--- config.mk ---
export PLATFORM = sky130hd
export DESIGN_NAME = axis_pixel_packer
export DESIGN_NICKNAME = d
export VERILOG_FILES = /design/src/rtl/axis_pixel_packer.sv
export SDC_FILE = /design/constraint.sdc
export NUM_CORES = 1
export LEC_CHECK = 0
export CORE_MARGIN = 1.5
export CORE_UTILIZATION = 47
export DETAILED_ROUTE_END_ITERATION = 6
export PLACE_DENSITY_LB_ADDON = 0.1
export SLEW_MARGIN = 20
export SYNTH_ARGS = -nofsm -noshare
export SYNTH_HDL_FRONTEND = slang
export SYNTH_SLANG_ARGS = --single-unit
--- constraint.sdc ---
create_clock -name aclk -period 2.4 [get_ports aclk]
set_input_delay 0.36 -clock aclk [delete_from_list [all_inputs] [get_ports aclk]]
set_output_delay 0.36 -clock aclk [all_outputs]
set_load 0.02 [all_outputs]
--- src/rtl/axis_pixel_packer.sv ---
// axis_pixel_packer: packs one-pixel AXI-Stream beats into PIXELS_PER_BEAT-pixel beats with tlast flush and tkeep mask
module axis_pixel_packer #(
    parameter int PIXEL_WIDTH     = 24,
    parameter int PIXELS_PER_BEAT = 4
) (
    input  logic                                     aclk,
    input  logic                                     areset,
    input  logic                                     s_axis_tvalid,
    output logic                                     s_axis_tready,
    input  logic [PIXEL_WIDTH-1:0]                   s_axis_tdata,
    input  logic                                     s_axis_tlast,
    input  logic                                     s_axis_tuser,
    output logic                                     m_axis_tvalid,
    input  logic                                     m_axis_tready,
    output logic [PIXEL_WIDTH*PIXELS_PER_BEAT-1:0]   m_axis_tdata,
    output logic [PIXEL_WIDTH*PIXELS_PER_BEAT/8-1:0] m_axis_tkeep,
    output logic                                     m_axis_tlast,
    output logic                                     m_axis_tuser,
    output logic                                     frame_err
);
    localparam int OUT_WIDTH  = PIXEL_WIDTH * PIXELS_PER_BEAT;
    localparam int KEEP_WIDTH = OUT_WIDTH / 8;
    localparam int BPP        = PIXEL_WIDTH / 8;
    localparam int SW         = $clog2(PIXELS_PER_BEAT);
    logic [SW-1:0]         slot;
    logic [OUT_WIDTH-1:0]  acc;
    logic                  acc_user;
    logic                  accept;
    logic                  done;
    logic [OUT_WIDTH-1:0]  merged;
    logic [KEEP_WIDTH-1:0] keep;
    assign s_axis_tready = !areset && (!m_axis_tvalid || m_axis_tready);
    assign accept        = s_axis_tvalid && s_axis_tready;
    assign done          = s_axis_tlast || slot == SW'(PIXELS_PER_BEAT - 1);
    // slots above the current one are still zero because the accumulator is cleared on every completion
    assign merged        = acc | (OUT_WIDTH'(s_axis_tdata) << (int'(slot) * PIXEL_WIDTH));
    assign keep          = {KEEP_WIDTH{1'b1}} >> (KEEP_WIDTH - (int'(slot) + 1) * BPP);
    always_ff @(posedge aclk) begin
        if (areset) begin
            slot          <= '0;
            acc           <= '0;
            acc_user      <= 1'b0;
            m_axis_tvalid <= 1'b0;
            m_axis_tdata  <= '0;
            m_axis_tkeep  <= '0;
            m_axis_tlast  <= 1'b0;
            m_axis_tuser  <= 1'b0;
            frame_err     <= 1'b0;
        end else begin
            if (m_axis_tready)
                m_axis_tvalid <= 1'b0;
            if (accept) begin
                if (s_axis_tuser && slot != '0)
                    frame_err <= 1'b1;
                if (done) begin
                    m_axis_tvalid <= 1'b1;
                    m_axis_tdata  <= merged;
                    m_axis_tkeep  <= keep;
                    m_axis_tlast  <= s_axis_tlast;
                    m_axis_tuser  <= acc_user | s_axis_tuser;
                    acc           <= '0;
                    acc_user      <= 1'b0;
                    slot          <= '0;
                end else begin
                    acc           <= merged;
                    acc_user      <= acc_user | s_axis_tuser;
                    slot          <= slot + 1'b1;
                end
            end
        end
    end
endmodule

**Yosys cells after proc, flatten, opt, wreduce, memory -nomap -nowiden**

Index checks and enable logic that the tools add are counted.

- Bits in read-only memories: 0
- Bits in latches: 0
- Memories kept: 0
- RAM bits: 0
- Output and inout port bits: 113
- Bits of input ports: 30
- Word-level logic and storage cells: 35
- Register bits after elaboration: 211

- Reductions and logical operators: 10
- Mux-type cells: 6
- Bitwise logic cells: 2
- Equality and inequality tests: 1
- $lt $le $gt $ge: 0
- Shift-type cells: 2
- Divide/modulo/power cells: 0
- $add $sub $neg: 3
- $mul: 2

Operator list:

| cell | count |
|---|---|
| 2-to-1 mux 96 bit | 1 |
| OR 96 bit | 1 |
| left shift 24 x 7 -> 96 bit | 1 |
| >> shifter 12 x 32 -> 12 bit (first input constant) | 1 |
| subtractor 4 x 5 -> 6 bit (first input constant) | 1 |
| multiplier 3 x 2 -> 5 bit (second input constant) | 1 |
| multiplier 2 x 2 -> 4 bit (second input constant) | 1 |
| 2-to-1 mux 1 bit | 4 |
| AND reduction 2 bit | 2 |
| adder 2 x 1 -> 3 bit (second input constant) | 1 |
| logical AND 1 bit | 3 |
| adder 2 x 1 -> 2 bit (second input constant) | 1 |
| == test 2 bit (second input constant) | 1 |
| zero test 1 bit | 2 |
| logical OR 1 bit | 2 |
| 2-to-1 mux 2 bit | 1 |
| nonzero test 2 bit | 1 |
| OR 1 bit | 1 |

**Depth between registers and ports, before layout**

- Depth after elaboration: 5
- Mapped depth: 9
- Depth with buffers taken out: 6

**Least setup slack after synthesis**

OpenSTA, ideal clock, no wires.

- Path kind: reg2reg
- Start point: register slot[0]
- End point: register m_axis_tdata[63]
- Period minus slack after synthesis: 2482 ps
- Arrival: 2360 ps
- Required time: 2278 ps
- Cell stages (with the launch flop): 8
- Slack: -82 ps
- Buffers on the path: 2
- Cells stage by stage: dfxtp_1 > buf_2 > clkinv_1 > ha_1 > buf_4 > mux2_2 > a22o_1 > a221o_1

- Longest elaborated chain between the ends: 3
- Elaborated cells on any way between the ends: 6
- Classes of those cells: mul (1); eq/ne (1); shift (1); bitwise (1); reduce/logical (2)

RTL lines:

| item | line | RTL |
|---|---|---|
| start, declared | 25 | `logic [SW-1:0] slot;` |
| start signal, assigned | 67 | `slot <= slot + 1'b1;` |
| multiplier 2 x 2 -> 4 bit / == test 2 bit (equally long branches) | 36, 34 |  |
| left shift 24 x 7 -> 96 bit / logical OR 1 bit (equally long branches) | 36, 34 |  |
| OR 96 bit / AND reduction 2 bit (equally long branches) | n/a |  |
| end signal, assigned | 57 | `m_axis_tdata <= merged;` |
| end, declared | 15 | `output logic [PIXEL_WIDTH*PIXELS_PER_BEAT-1:0] m_axis_tdata,` |

Several ways; a longest one is shown, not always the timed one.
A chain may end at the register's enable or synchronous reset.

**Final worst setup path**

- Start point: register slot[0]
- End point: register acc[27]

- Longest elaborated chain between the ends: 4
- Elaborated cells on any way between the ends: 6
- Classes of those cells: mul (1); eq/ne (1); shift (1); mux (1); bitwise (1); reduce/logical (1)

RTL lines:

| item | line | RTL |
|---|---|---|
| multiplier 2 x 2 -> 4 bit | 36 | `assign merged = acc \| (OUT_WIDTH'(s_axis_tdata) << (int'(slot) * PIXEL_WIDTH));` |
| left shift 24 x 7 -> 96 bit | 36 |  |
| OR 96 bit | 36 |  |
| 2-to-1 mux 96 bit * | 55 | `if (done) begin` |
| end signal, assigned | 65 | `acc <= merged;` |
| end, declared | 26 | `logic [OUT_WIDTH-1:0] acc;` |

Mark *: on every way between the ends. The rest lies on a longest branch, timed or not.

==> flow_metrics.env <==
export IMPL_status="finished clean"
export IMPL_regToRegSetupSlack_ns=0.15
export IMPL_grt_max_degree=54
export IMPL_cpMaxStageDelayCell="ha_2"
export IMPL_core_area_mm2=0.01664
export IMPL_power_total_uw=8072
export IMPL_ir_drop_mv=0.6328
export IMPL_grt_use_total_pct=24.54
export IMPL_crit_start="slot[0]$_SDFFE_PP0P_"
export IMPL_max_freq_mhz=443.6
export IMPL_cp_arrival_ns=2.69
export IMPL_hold_viol=0
export IMPL_cpLargestDelayFamily="compound AO/OA/AOI/OAI gates"
export IMPL_drc_errors=0
export IMPL_worst_pin_slew_ns=0.6802
export IMPL_via_per_inst=5.611
export IMPL_max_slew_margin_rel_pct=54.65
export IMPL_rsz0062_at_grt="no"
export IMPL_min_period_ns=2.254
export IMPL_synthesis_area_mm2=0.008011
export IMPL_ys_warn_count=0
export IMPL_fin_area_mm2=0.01043
export IMPL_dieArea_mm2=0.01784
export IMPL_worstPathCellList="clkinv_2 > ha_2 > buf_12 > nor2b_1 > a22o_1 > a21oi_1 > nor2_1"
export IMPL_timing_worst_setup_path_type="flip-flop to flip-flop"
export IMPL_num_rows=47
export IMPL_seq_area_mm2=0.004085
export IMPL_worstSetupEndpoint="acc[27]$_SDFFE_PP0P_"
export IMPL_synthCells=873
export IMPL_wire_per_inst_um=18.28
export IMPL_die_w_um=133.6
export IMPL_r2r_cells=7
export IMPL_hp_start="m_axis_tlast$_SDFFE_PP0P_"
export IMPL_p_leak_uw=0.004082
export IMPL_syn_avg_cell_area_um2=9.177
export IMPL_ctsHtreeMaxLevel=1
export IMPL_tns_ns=0
export IMPL_cts_buffers=21
export IMPL_fillers=1425
export IMPL_die_y_um=133.6
export IMPL_crit_cells=7
export IMPL_min_period_over_period_pct=93.94
export IMPL_root_buffer="clkbuf_16"
export IMPL_synth_cell_type_count=41
export IMPL_antenna_found_initial=0
export IMPL_drt_initial_drc_count=610
export IMPL_clockBufferDepth=3
export IMPL_synth_fp_nets=909
export IMPL_end_kind="flip-flop"
export IMPL_firstDrtPassIters=5
export IMPL_yosysSeqAreaShare_pct=50.98
export IMPL_grt_pass1_vias=6393
export IMPL_hp_class="flip-flop to flip-flop"
export IMPL_gp_congestion=0.8256
export IMPL_syn_to_final_growth_pct=30.16
export IMPL_grt_overflow_total=0
export IMPL_drv_slew=0
export IMPL_ys_flop_type="dfxtp_1"
export IMPL_powerDensity_mw_per_mm2=774.1
export IMPL_diodes=0
export IMPL_maxCapViolations=0
export IMPL_dp_hpwl_mm=14.92
export IMPL_critPathRequiredTime_ns=2.83
export IMPL_grt_pass1_wl_mm=35.07
export IMPL_fin_hold_ws_ns=0.4591
export IMPL_timing_rr_end="acc[27]$_SDFFE_PP0P_"
export IMPL_nets=1027
export IMPL_skew_ns=0.009153
export IMPL_synthArstFlopShare_pct=0
export IMPL_post_cts_buffers=0
export IMPL_num_vias=6879
export IMPL_io_pins=143
export IMPL_cts_tree="built"
export IMPL_r2r_start="slot[0]$_SDFFE_PP0P_"
export IMPL_fin_ws_ns=0.1455
export IMPL_multi_input_area_mm2=0.003455
export IMPL_initial_utilization_pct=48.14
export IMPL_synth_edf_count=0
export IMPL_dp_worst_setup_slack_ns=0.1751
export IMPL_detail_route_antenna_nets=0
export IMPL_setup_violations=0
export IMPL_cpPeakStageDelay_ns=0.50
export IMPL_drt_wl_total_mm=22.41
export IMPL_path_max_fanout=14
export IMPL_portBuffers=142
export IMPL_clock_latency_ns=0.49
export IMPL_clock_sinks=204
export IMPL_startpoint_type="flip-flop"
export IMPL_clkSlewWorstSetupHoldPaths_ns=0.07
export IMPL_layout_drive_gt1_share_pct=9.443
export IMPL_synth_seq_cells=204
export IMPL_critPathBufInv=2
export IMPL_placed_cell_area_mm2=0.009666
==> cells in the final DEF (no fill, tap or decap), types with 3 or more instances in the layout <==
| master | count |
|---|---|
| mux2i_1 | 20 |
| buf_4 | 25 |
| nor3_1 | 26 |
| nor2b_1 | 4 |
| buf_12 | 8 |
| and2_1 | 16 |
| nand3b_1 | 3 |
| a221o_1 | 47 |
| a22o_1 | 8 |
| a21oi_1 | 140 |
| and3_1 | 50 |
| bufinv_16 | 5 |
| o2bb2ai_1 | 8 |
| o21ai_0 | 22 |
| nand3_1 | 19 |
| clkbuf_16 | 21 |
| o22ai_1 | 24 |
| inv_1 | 21 |
| a211oi_1 | 8 |
| clkinv_2 | 5 |
| nand2b_1 | 3 |
| clkbuf_1 | 4 |
| mux2_2 | 12 |
| nor2_1 | 125 |
| dfxtp_1 | 203 |
| nand2_1 | 4 |
| or3b_2 | 3 |
| ha_1 | 5 |
| clkdlybuf4s50_1 | 142 |
==> power by group <==
part           switching, uW  internal, uW  total (uW)
Combinational            567           392         959
Sequential              62.4          3490        3560
Clock                   1330          2220        3560
Total                   1960          6110        8070
==> sequential cells by signal, indices dropped and copies added (netlist names) <==
| name | cells |
|---|---|
| acc | 96 |
| acc_user | 1 |
| frame_err | 1 |
| m_axis_tdata | 96 |
| m_axis_tkeep | 5 |
| m_axis_tlast | 1 |
| m_axis_tuser | 1 |
| m_axis_tvalid | 1 |
| slot | 2 |
==> cell families (layout without fill, tap and decap cells) <==
logic type,count (synthesis),in the layout,share of synthesized area [%]
adder cells (fa/ha/maj),6,6,0.9370
AND/OR/NAND/NOR,265,265,16.73
AO/OA/AOI/OAI,262,262,20.80
buffers and inverters,103,236,6.263
multiplexers,32,32,4.186
XOR/XNOR,1,1,0.1093
flip-flops,204,204,50.98
==> cell type report <==
| cell class | count | share of cell area (%) |
|---|---|---|
| sequential | 204 | 39.18 |
| multi-input combinational | 566 | 33.13 |
| timing repair buffer | 175 | 16.97 |
| clock buffer | 27 | 5.448 |
| tap | 220 | 2.640 |
| clock inverter | 11 | 1.800 |
| inverter | 23 | 0.8399 |
==> how the worst min path moves through the flow <==
stage,to,cells past startpoint
2_1_floorplan,acc[80]$_SDFFE_PP0P_,1
3_3_place_gp,acc[81]$_SDFFE_PP0P_,1
3_5_place_dp,acc[89]$_SDFFE_PP0P_,1
4_1_cts,m_axis_tlast$_SDFFE_PP0P_,2
5_1_grt,acc[82]$_SDFFE_PP0P_,1
6_report,m_axis_tlast$_SDFFE_PP0P_,2
==> worst reg2reg max path: stages (launching register included) <==
cell and delay (ns):
dfxtp_2 0.37, clkinv_2 0.07, ha_2 0.50, buf_12 0.19
nor2b_1 0.41, a22o_1 0.46, a21oi_1 0.11, nor2_1 0.09
==> synth_stat cells (11+ instances only) <==
cell | number | area, um^2
dfxtp_1 | 204 | 4084
a21oi_1 | 140 | 700.7
nor2_1 | 126 | 473.0
and3_1 | 50 | 312.8
a221o_1 | 47 | 470.5
clkbuf_1 | 38 | 142.6
nor3_1 | 26 | 130.1
o22ai_1 | 24 | 150.1
buf_2 | 23 | 115.1
o21ai_0 | 23 | 115.1
inv_1 | 22 | 82.58
mux2i_1 | 20 | 200.2
nand3_1 | 19 | 95.09
and2_1 | 16 | 100.1
mux2_2 | 12 | 135.1
buf_4 | 11 | 82.58
==> stage by stage <==
step	util (%)	std cells
after global routing	62.66	1226
after CTS	62.62	1226
after global placement	58.08	1188
final	62.66	1226
after detailed placement	58.08	1188
after floorplan	-	873
==> layer usage <==
metal / part of all wire (%) / wire (um) / global-route usage [%] / vias to the layer above
met2: 46 / 10400 / 39.55 / 245
li1: - / - / - / 3383
met4: 1.9 / 428 / 6.763 / 0
met3: 6.4 / 1426 / 3.501 / 33
met1: 45 / 10160 / 34.45 / 3218
met5: 0 / 0 / 0 / -
==> timing repair <==
action                     CTS  global route
setup endpoints to repair    0             1
hold buffers                 0             0
gates resized for setup      0             1
Power figures use the tool's default switching activity.
